[src/rtl/lfsr_symbol_modulator.sv]
// Paces an external 5-bit LFSR, latches its bit 0 as the current symbol, and
// modulates the DDS sample stream with it (ASK, BPSK, FSK or pass-through).
module lfsr_symbol_modulator #(
    parameter int unsigned DATA_W  = 12,
    parameter int unsigned DIV_W   = 26,
    parameter int unsigned DIVISOR = 50_000_000
) (
    input  logic                     clk,
    input  logic                     reset,
    input  logic [4:0]               lfsr_q,
    output logic                     lfsr_en,
    input  logic signed [DATA_W-1:0] sin_in,
    input  logic signed [DATA_W-1:0] alt_in,
    input  logic                     sample_valid,
    input  logic [1:0]               mode,
    output logic signed [DATA_W-1:0] mod_out,
    output logic                     mod_valid,
    output logic                     bit_out,
    output logic [15:0]              sym_count
);

    localparam int unsigned SYM_W = 16;
    localparam logic [DIV_W-1:0] TIMER_LAST = DIV_W'(DIVISOR - 1);
    localparam logic [DIV_W-1:0] TIMER_PRE  = DIV_W'(DIVISOR - 2);
    localparam logic signed [DATA_W-1:0] S_MAX = {1'b0, {(DATA_W-1){1'b1}}};
    localparam logic signed [DATA_W-1:0] S_MIN = {1'b1, {(DATA_W-1){1'b0}}};

    localparam logic [1:0] MODE_ASK  = 2'd0;
    localparam logic [1:0] MODE_BPSK = 2'd1;
    localparam logic [1:0] MODE_FSK  = 2'd2;

    typedef enum logic {
        S_RUN     = 1'b0,
        S_CAPTURE = 1'b1
    } state_t;

    state_t                     r_state;
    state_t                     w_state_next;
    logic                       w_capture;
    logic [DIV_W-1:0]           r_timer;
    logic                       r_lfsr_en;
    logic                       r_bit;
    logic [1:0]                 r_mode;
    logic [SYM_W-1:0]           r_sym_count;
    logic signed [DATA_W-1:0]   r_mod_out;
    logic                       r_mod_valid;
    logic signed [DATA_W-1:0]   w_neg;
    logic signed [DATA_W-1:0]   w_mod;
    logic                       w_unused_lfsr;

    assign w_unused_lfsr = ^lfsr_q[4:1];

    // Symbol timer; the strobe register is set one count early so it is high
    // exactly while the timer holds DIVISOR-1.
    always_ff @(posedge clk) begin
        if (reset) begin
            r_timer   <= '0;
            r_lfsr_en <= 1'b0;
        end else begin
            r_timer   <= (r_timer == TIMER_LAST) ? '0 : r_timer + DIV_W'(1);
            r_lfsr_en <= (r_timer == TIMER_PRE);
        end
    end

    always_ff @(posedge clk) begin
        if (reset) begin
            r_state <= S_RUN;
        end else begin
            r_state <= w_state_next;
        end
    end

    always_comb begin
        w_state_next = r_state;
        w_capture    = 1'b0;
        case (r_state)
            S_RUN: begin
                if (r_lfsr_en) begin
                    w_state_next = S_CAPTURE;
                end
            end
            S_CAPTURE: begin
                w_capture    = 1'b1;
                w_state_next = S_RUN;
            end
            default: w_state_next = S_RUN;
        endcase
    end

    always_ff @(posedge clk) begin
        if (reset) begin
            r_bit       <= 1'b0;
            r_mode      <= MODE_ASK;
            r_sym_count <= '0;
        end else if (w_capture) begin
            r_bit       <= lfsr_q[0];
            r_mode      <= mode;
            r_sym_count <= r_sym_count + SYM_W'(1);
        end
    end

    // Saturating negation: the most negative code has no positive twin.
    always_comb begin
        w_neg = (sin_in == S_MIN) ? S_MAX : DATA_W'(-sin_in);
        w_mod = sin_in;
        case (r_mode)
            MODE_ASK:  w_mod = r_bit ? sin_in : '0;
            MODE_BPSK: w_mod = r_bit ? sin_in : w_neg;
            MODE_FSK:  w_mod = r_bit ? sin_in : alt_in;
            default:   w_mod = sin_in;
        endcase
    end

    always_ff @(posedge clk) begin
        if (reset) begin
            r_mod_out   <= '0;
            r_mod_valid <= 1'b0;
        end else begin
            r_mod_valid <= sample_valid;
            if (sample_valid) begin
                r_mod_out <= w_mod;
            end
        end
    end

    assign lfsr_en   = r_lfsr_en;
    assign bit_out   = r_bit;
    assign sym_count = r_sym_count;
    assign mod_out   = r_mod_out;
    assign mod_valid = r_mod_valid;

endmodule

[config.mk]
export PLATFORM = sky130hd
export DESIGN_NAME = lfsr_symbol_modulator
export DESIGN_NICKNAME = d
export VERILOG_FILES = /design/src/rtl/lfsr_symbol_modulator.sv
export SDC_FILE = /design/constraint.sdc
export NUM_CORES = 1
export LEC_CHECK = 0
export ABC_AREA = 1
export CELL_PAD_IN_SITES_DETAIL_PLACEMENT = 1
export CELL_PAD_IN_SITES_GLOBAL_PLACEMENT = 1
export CORE_MARGIN = 2
export CORE_UTILIZATION = 37
export DETAILED_ROUTE_END_ITERATION = 10
export PLACE_DENSITY_LB_ADDON = 0.3
export SETUP_SLACK_MARGIN = 0.02
export SYNTH_ARGS = -nofsm -noshare
export SYNTH_HDL_FRONTEND = slang
export SYNTH_SLANG_ARGS = --single-unit
[constraint.sdc]
create_clock -name clk -period 1.9 [get_ports clk]
set_input_delay 0.475 -clock clk [delete_from_list [all_inputs] [get_ports clk]]
set_output_delay 0.475 -clock clk [all_outputs]
set_load 0.03 [all_outputs]
; Yosys cells after proc, flatten, opt, wreduce, memory -nomap -nowiden
; Cells that the tools add are included.
; Widths: inputs -> output; s select.
[classes]
n_addsub = 3
bitwise_logic = 1
eq_ne = 5
reduce_logical = 2
muxes = 8
[op_table]
columns = op, n
row1 = $eq 26x26->1 const B, 2
row2 = $mux 12, 4
row3 = $pmux 12 s3, 1
row4 = $add 26x1->26 const B, 1
row5 = $add 16x1->16 const B, 1
row6 = $eq 12x12->1 const B, 1
row7 = $neg 12->12, 1
row8 = $eq 2x1->1 const B, 1
row9 = $eq 2x2->1 const B, 1
row10 = $logic_not 2->1, 1
row11 = $mux 1, 2
row12 = $pmux 1 s2, 1
row13 = $reduce_or 2->1, 1
row14 = $not 1->1, 1
[word_totals]
ff_bits = 60
output_inout_bits = 31
inputBits = 34
elab_cells = 27

; Longest topological paths before layout
; Gate-level depths: netlist (run 1).
[logic_depth]
ltp_word = 4
depth_mapped = 11
depth_no_buf = 11

; Worst setup path after synthesis (run 1)
; No wires, ideal clock.
[synth_path]
path_type = register to register
from = register r_sym_count[2], in the netlist sym_count[2]
to = register r_sym_count[13], in the netlist sym_count[13]
path_stages_with_launch = 8
setup_time_ps = 117
slack_ps = 379
arrival_time_ps = 1404
period_less_slack_ps = 1521
path_cell_list = dfxtp_1 -> nand2_1 -> nor2_2 -> nand2_1 -> nor3_2 -> nand2_1 -> o21ai_0 -> nor2_1
[synth_via]
elab_chain_cells = 1
[synth_rtl]
columns = item, line_no
row1 = from (decl), 44  ; logic [SYM_W-1:0] r_sym_count;
row2 = from (signal assigned), 98  ; r_sym_count <= r_sym_count + SYM_W'(1);
row3 = $add 16x1->16, 98
; Every way passes these cells.
; A chain may end at the register's enable or synchronous reset.

; Worst setup path in the final report (run 1)
[layout_path]
from = register r_mod_out[7], in the netlist mod_out[7]
to = output port mod_out[7]
[layout_lines]
columns = item, line_no
row1 = from (decl), 45  ; logic signed [DATA_W-1:0] r_mod_out;
row2 = from (signal assigned), 121  ; r_mod_out <= w_mod;
row3 = to (decl), 16  ; output logic signed [DATA_W-1:0] mod_out,
; No word-level cell between the ends.

==> qor.txt, run 1 <==
Seq pwr share: 45.0%
GRT Total Usage: 22.6%
Core ar.: 8680 sq um
Final hold slack: 0.455 ns
Post-Syn Nets: 519
Netlist cell types: 36
FF+latch count, synth: 60
Total CTS buffers: 9
Clock Sinks: 60
Hold Fails Final Rpt: 0
# IOs: 65
Initial Util: 38.0%
Post-synthesis cell count: 481
ANT cells: 0
Largest net degree at the start of global routing: 18
Register area share after synthesis: 36.4%
Via count: 3561
CTS Buffer Depth: 2
Fmax: 546 MHz
Endpoints failing setup: 0
Pleak: 1.95 nW
Highest net fanout along the worst path: 2
Initial antenna violation count: 0
WL per Instance: 15.3 microns
Syn-to-layout area delta: 37.0%
Vias per cell: 5.15
PwrDens: 632 nW/um^2
Nets@finish: 617
Sw Ratio: 24.4%
Die W: 98.4 microns
CP endpoint kind: primary output
Hold path startpoint: r_timer[0]
Top Family by Delay on Critical Path: buffers and inverters
Fin crit period: 1.83 ns
R2r startpoint: r_timer[1]
Routed WL: 10.6 mm
# rows: 34
# placed instances: 676
Share of layout cells above drive strength 1: 15.4%
GP Congestion: 0.900
Fin cells: 692
Pint: 2.16 mW
Slowest stage delay, CP: 0.68 ns
Post-synthesis cell area: 3300 sq um
Clock share of power: 45.6%
Die ar.: 9690 sq um
Post-CTS setup buffer count: 0
Run status: finished clean
Crit-path cells: clkdlybuf4s50_1
Combinational share of power: 9.5%
Mapped Avg Cell Area: 6.86 sq um
Die Y: 98.4 microns
Warnings, synthesis: 0
Global-route wire length before repair: 17.9 mm
CP bufs+invs: 1
Hold Path Depth: 1
Relative slew slack: 66.6%
Worst r2r path cells: 11
I/O Buffers: 60
Routed Antenna Nets: 0
Vias in the first global route: 3765
HP Class: reg -> reg
Clock Pin Slew Worst Setup and Hold Paths: 0.07 ns
Clock root buffer: clkbuf_8
Final period util: 96.5%
H-tree depth: 3
Critical Path Source Type: flop
Pins Over Slew Limit: 0
Setup TNS: 0 ns
Pre-antenna DRT Iters: 4
Hold endpoint: r_timer[0]
Worst EP arrival: 1.36 ns
GR Overflow Total: 0
Unrepaired setup endpoints after global routing: true
DR iter-0 viols: 87
Flop2flop setup slack: 0.24 ns
NetSw: 698 uW
Hold buffers post-CTS: 0
Setup CP Type: reg -> out
Crit path required time: 1.42 ns
Clk_lat worst skew: 0.35 ns
CTS tree: done
Hpwl dp: 8.00 mm
# DRC: 0
Max Cap Viol: 0
Clock Skews: 0.0101 ns
Slew @ Worst Pin: 0.501 ns
Peak VDD IR: 0.467 mV
Critical Path Slowest Stage Cell: clkdlybuf4s50_1
Worst R2R End: r_timer[14]
-- area by class of cell --
cell class	instances	area, sq um
clock buffers	9	124
clock inverters	7	98.8
fillers	1148	4160
inverters	53	200
multi-input cells	356	1860
flip-flops and latches	60	1200
well taps	108	135
repair buffers	99	897
-- registers in the layout, indices dropped and copies added (netlist names) --
register	cells
bit_out	1
lfsr_en	1
mod_out	12
mod_valid	1
r_mode	2
r_state	1
r_timer	26
sym_count	16
-- kinds of logic after synthesis --
| family | share of synthesized area [%] |
|---|---|
| AOI/OAI and AO/OA | 13.7 |
| and+or+nand+nor | 36.0 |
| DFF | 36.4 |
| xor gates and xnor gates | 4.25 |
| adders and majority gates | 1.52 |
| buffers and inverters | 8.16 |
-- timing repair --
action                     4_1_cts  5_1_grt
pin swaps                        0        2
setup endpoints to repair       17       16
hold endpoints to repair         0        0
resized for setup               17       15
-- power groups by stage --
stage | Sequential, mW | Clock, mW | Combinational (mW)
after floorplan | 1.33 | 0 | 0.0849
after global placement | 1.31 | 0 | 0.260
after detailed placement | 1.31 | 0 | 0.266
after CTS | 1.28 | 1.34 | 0.268
after global routing | 1.29 | 1.40 | 0.296
final | 1.28 | 1.30 | 0.271
-- worst max path at each step --
stage               slack [ns]         start       endpoint  cells past startpoint
floorplan                 0.38  sym_count[2]  sym_count[13]                      7
global placement         -0.19     sin_in[0]    mod_out[11]                     11
detailed placement       -0.25     sin_in[0]    mod_out[10]                     12
CTS                       0.03  sym_count[4]   sym_count[4]                      1
global route             -0.02     sin_in[0]    mod_out[10]                     11
finish                    0.07    mod_out[7]     mod_out[7]                      1
-- Yosys cell counts (all sizes together) --
library cell | count | area (sq um)
nand2 | 104 | 418
nor2 | 69 | 294
dfxtp | 60 | 1200
inv | 52 | 195
a21oi | 40 | 200
nand3 | 33 | 175
o21ai | 29 | 145
nor3 | 20 | 121
nand4 | 14 | 87.6
xor2 | 12 | 105
buf | 7 | 50.1
or2 | 6 | 37.5
a221oi | 5 | 43.8
clkbuf | 5 | 18.8
a31oi | 4 | 25.0
ha | 4 | 50.1
nor4 | 4 | 25.0
xnor2 | 4 | 35.0
nor3b | 3 | 27.5
o211ai | 3 | 22.5
a211oi | 1 | 7.51
clkinv | 1 | 5.00
o21a | 1 | 7.51
-- metrics by stage --
stage | utilization, % | instance area, sq um | setup slack [ns] | power, mW
global route | 52.1 | 4520 | -0.0242 | 2.98
global placement | 49.2 | 4270 | -0.195 | 1.57
CTS | 51.5 | 4470 | 0.0269 | 2.89
floorplan | - | 3300 | 0.379 | 1.41
finish | 52.1 | 4520 | 0.0671 | 2.86
detailed placement | 49.2 | 4270 | -0.253 | 1.58
-- layer usage --
layer	vias up	global-route usage, %	routed length (microns)
met5	-	0	0
met4	0	6.32	127
met3	13	4.96	403
met2	59	39.4	5270
met1	1697	28.1	4770
li1	1792	-	-
-- layout by cell type, fill, tap and decap left out, drive strengths merged, types with 5 or more instances in the layout --
cell | Yosys | layout
xor2 | 12 | 12
buf | 7 | 39
inv | 52 | 54
nor2 | 69 | 69
nand4 | 14 | 14
clkdlybuf4s50 | 0 | 38
dlygate4sd2 | 0 | 17
dlymetal6s2s | 0 | 5
or2 | 6 | 6
nand3 | 33 | 33
o21ai | 29 | 29
nand2 | 104 | 104
nor3 | 20 | 20
clkbuf | 5 | 9
dfxtp | 60 | 60
a221oi | 5 | 5
a21oi | 40 | 40
Note: power is estimated with default switching activity, not from simulation.
==> run 2, diff against run 1 <==
Settings changed: CORE_MARGIN 2 to default.
==> run 2 against run 1 <==
  * Critical path depth did not move
  * Setup slack worse by 0.0021 ns
  * Flip-flop and latch count did not move
  * Non-clock buffer count down 1
  * Fmax shrank 0.12%
  * Utilization grew 0.13 points
  * Combinational power about the same
  * Largest cell class unchanged
  * Highest routed layer unchanged
==> qor.txt, run 2 (synthesis results as in run 1) <==
Post-Route Utilization: 52.2%
I/O Buffers: 60
R2r startpoint: r_timer[4]
# rows: 34
Fmax: 545 MHz
GR Overflow Total: 0
Peak VDD IR: 0.295 mV
# fillers: 1147
Worst setup path start: mod_out[8]
Initial antenna violation count: 0
H-tree depth: 3
Fin cells: 691
Nets@finish: 616
WL per Instance: 15.4 microns
Hold buffers post-CTS: 0
Share of layout cells above drive strength 1: 14.9%
GP Congestion: 0.885
NetSw: 725 uW
HP Class: reg -> reg
CP endpoint kind: primary output
Die ar.: 9300 sq um
Worst EP arrival: 1.36 ns
Clock share of power: 46.1%
Relative slew slack: 66.2%
Biggest register: r_timer
Pleak: 2.03 nW
Clock Sinks: 60
GRT Total Usage: 24.4%
Crit path to: mod_out[8]
Top Family by Delay on Critical Path: buffers and inverters
Hold Fails Final Rpt: 0
Routed WL: 10.7 mm
Pre-antenna DRT Iters: 4
Setup TNS: 0 ns
Flop2flop setup slack: 0.20 ns
Crit path required time: 1.42 ns
Routed Antenna Nets: 0
Initial Util: 38.0%
Global route hottest layer: met2
Largest net degree at the start of global routing: 14
DR iter-0 viols: 108
Most common cell after layout, fill and taps aside: nand2_1
Endpoints failing setup: 0
# DRC: 0
Hpwl dp: 8.06 mm
Critical Path Stages: 1
Sw Ratio: 25.1%
Met2 Usage GRT: 42.6%
Die Y: 96.4 microns
Final period util: 96.6%
Clock Pin Slew Worst Setup and Hold Paths: 0.08 ns
Syn-to-layout area delta: 37.4%
Pins Over Slew Limit: 0
Highest net fanout along the worst path: 2
Clk_lat worst skew: 0.35 ns
Critical Path Source Type: flop
Combinational share of power: 9.4%
Global-route wire length before repair: 17.3 mm
CTS tree: done
Fin crit period: 1.84 ns
Vias in the first global route: 3630
Critical Path Slowest Stage Cell: clkdlybuf4s50_1
ANT cells: 0
# IOs: 65
Die W: 96.4 microns
Crit-path cells: clkdlybuf4s50_1
CP bufs+invs: 1
Slew @ Worst Pin: 0.503 ns
Via count: 3607
Setup CP Type: reg -> out
Clock root buffer: clkbuf_8
Seq pwr share: 44.5%
Unrepaired setup endpoints after global routing: false
Clock Skews: 0.0158 ns
Worst R2R End: r_timer[21]
Max reg flops: 26
# placed instances: 673
Most frequent cells in the layout: nand2_1, dfxtp_1, nor2_1, inv_1, a21oi_1
Vias per cell: 5.22
Max Cap Viol: 0
PwrDens: 636 nW/um^2
Core ar.: 8680 sq um
CTS Buffer Depth: 2
Worst r2r path cells: 5
Pwr Total: 2.88 mW
Met3 usage: 5.24%
Pint: 2.16 mW
Slowest stage delay, CP: 0.67 ns
M1 GR Usage: 29.3%
Total CTS buffers: 9
Run status: finished clean
run 2: what timing repair did:
item	4_1_cts	5_1_grt
cloned	0	0
resized for setup	16	16
pin swaps	0	4
setup endpoints to repair	16	20
buffers inserted	0	2
run 2: how the worst min path moves through the flow:
stage          startpoint    endpoint  slack, ns  depth (start not counted)
2_1_floorplan  r_timer[0]  r_timer[0]       0.44                          1
3_3_place_gp      lfsr_en     r_state       0.42                          2
3_5_place_dp      lfsr_en     r_state       0.43                          2
4_1_cts           lfsr_en     r_state       0.43                          2
5_1_grt           lfsr_en     r_state       0.44                          2
6_report          lfsr_en     r_state       0.42                          2
run 2: layout make-up:
type | count | area [sq um] | share of cell area (%)
Sequential cell | 60 | 1200 | 26.5
Tap cell | 108 | 135 | 2.98
Timing Repair Buffer | 98 | 916 | 20.2
Inverter | 53 | 200 | 4.42
Clock buffer | 9 | 124 | 2.73
Multi-Input combinational cell | 356 | 1860 | 41.0
Clock inverter | 7 | 98.8 | 2.18
run 2: routing by layer:
metal | up-vias | share of wire (%)
li1 | 1783 | -
met2 | 82 | 48
met1 | 1717 | 44
met5 | - | 0
met4 | 0 | 2.6
met3 | 25 | 4.5
run 2: power groups by stage:
stage	logic (mW)	clock network (mW)	registers, mW
finish	0.271	1.33	1.28
global placement	0.261	0	1.31
floorplan	0.0849	0	1.33
global route	0.296	1.41	1.29
detailed placement	0.268	0	1.31
CTS	0.270	1.36	1.28
run 2: stage by stage:
stage,setup WS (ns),area (sq um),hold WS [ns]
floorplan,0.379,3300,0.441
global placement,-0.196,4260,0.424
detailed placement,-0.259,4260,0.431
CTS,0.0217,4460,0.427
global route,0.000186,4530,0.436
finish,0.0650,4530,0.420
==> run 3, diff against run 2 <==
Settings changed: CAP_MARGIN from default to 30, SKIP_LAST_GASP from default to 1.
==> results of run 3 <==
Final layout, timing and power as in run 2 (identical DEF).
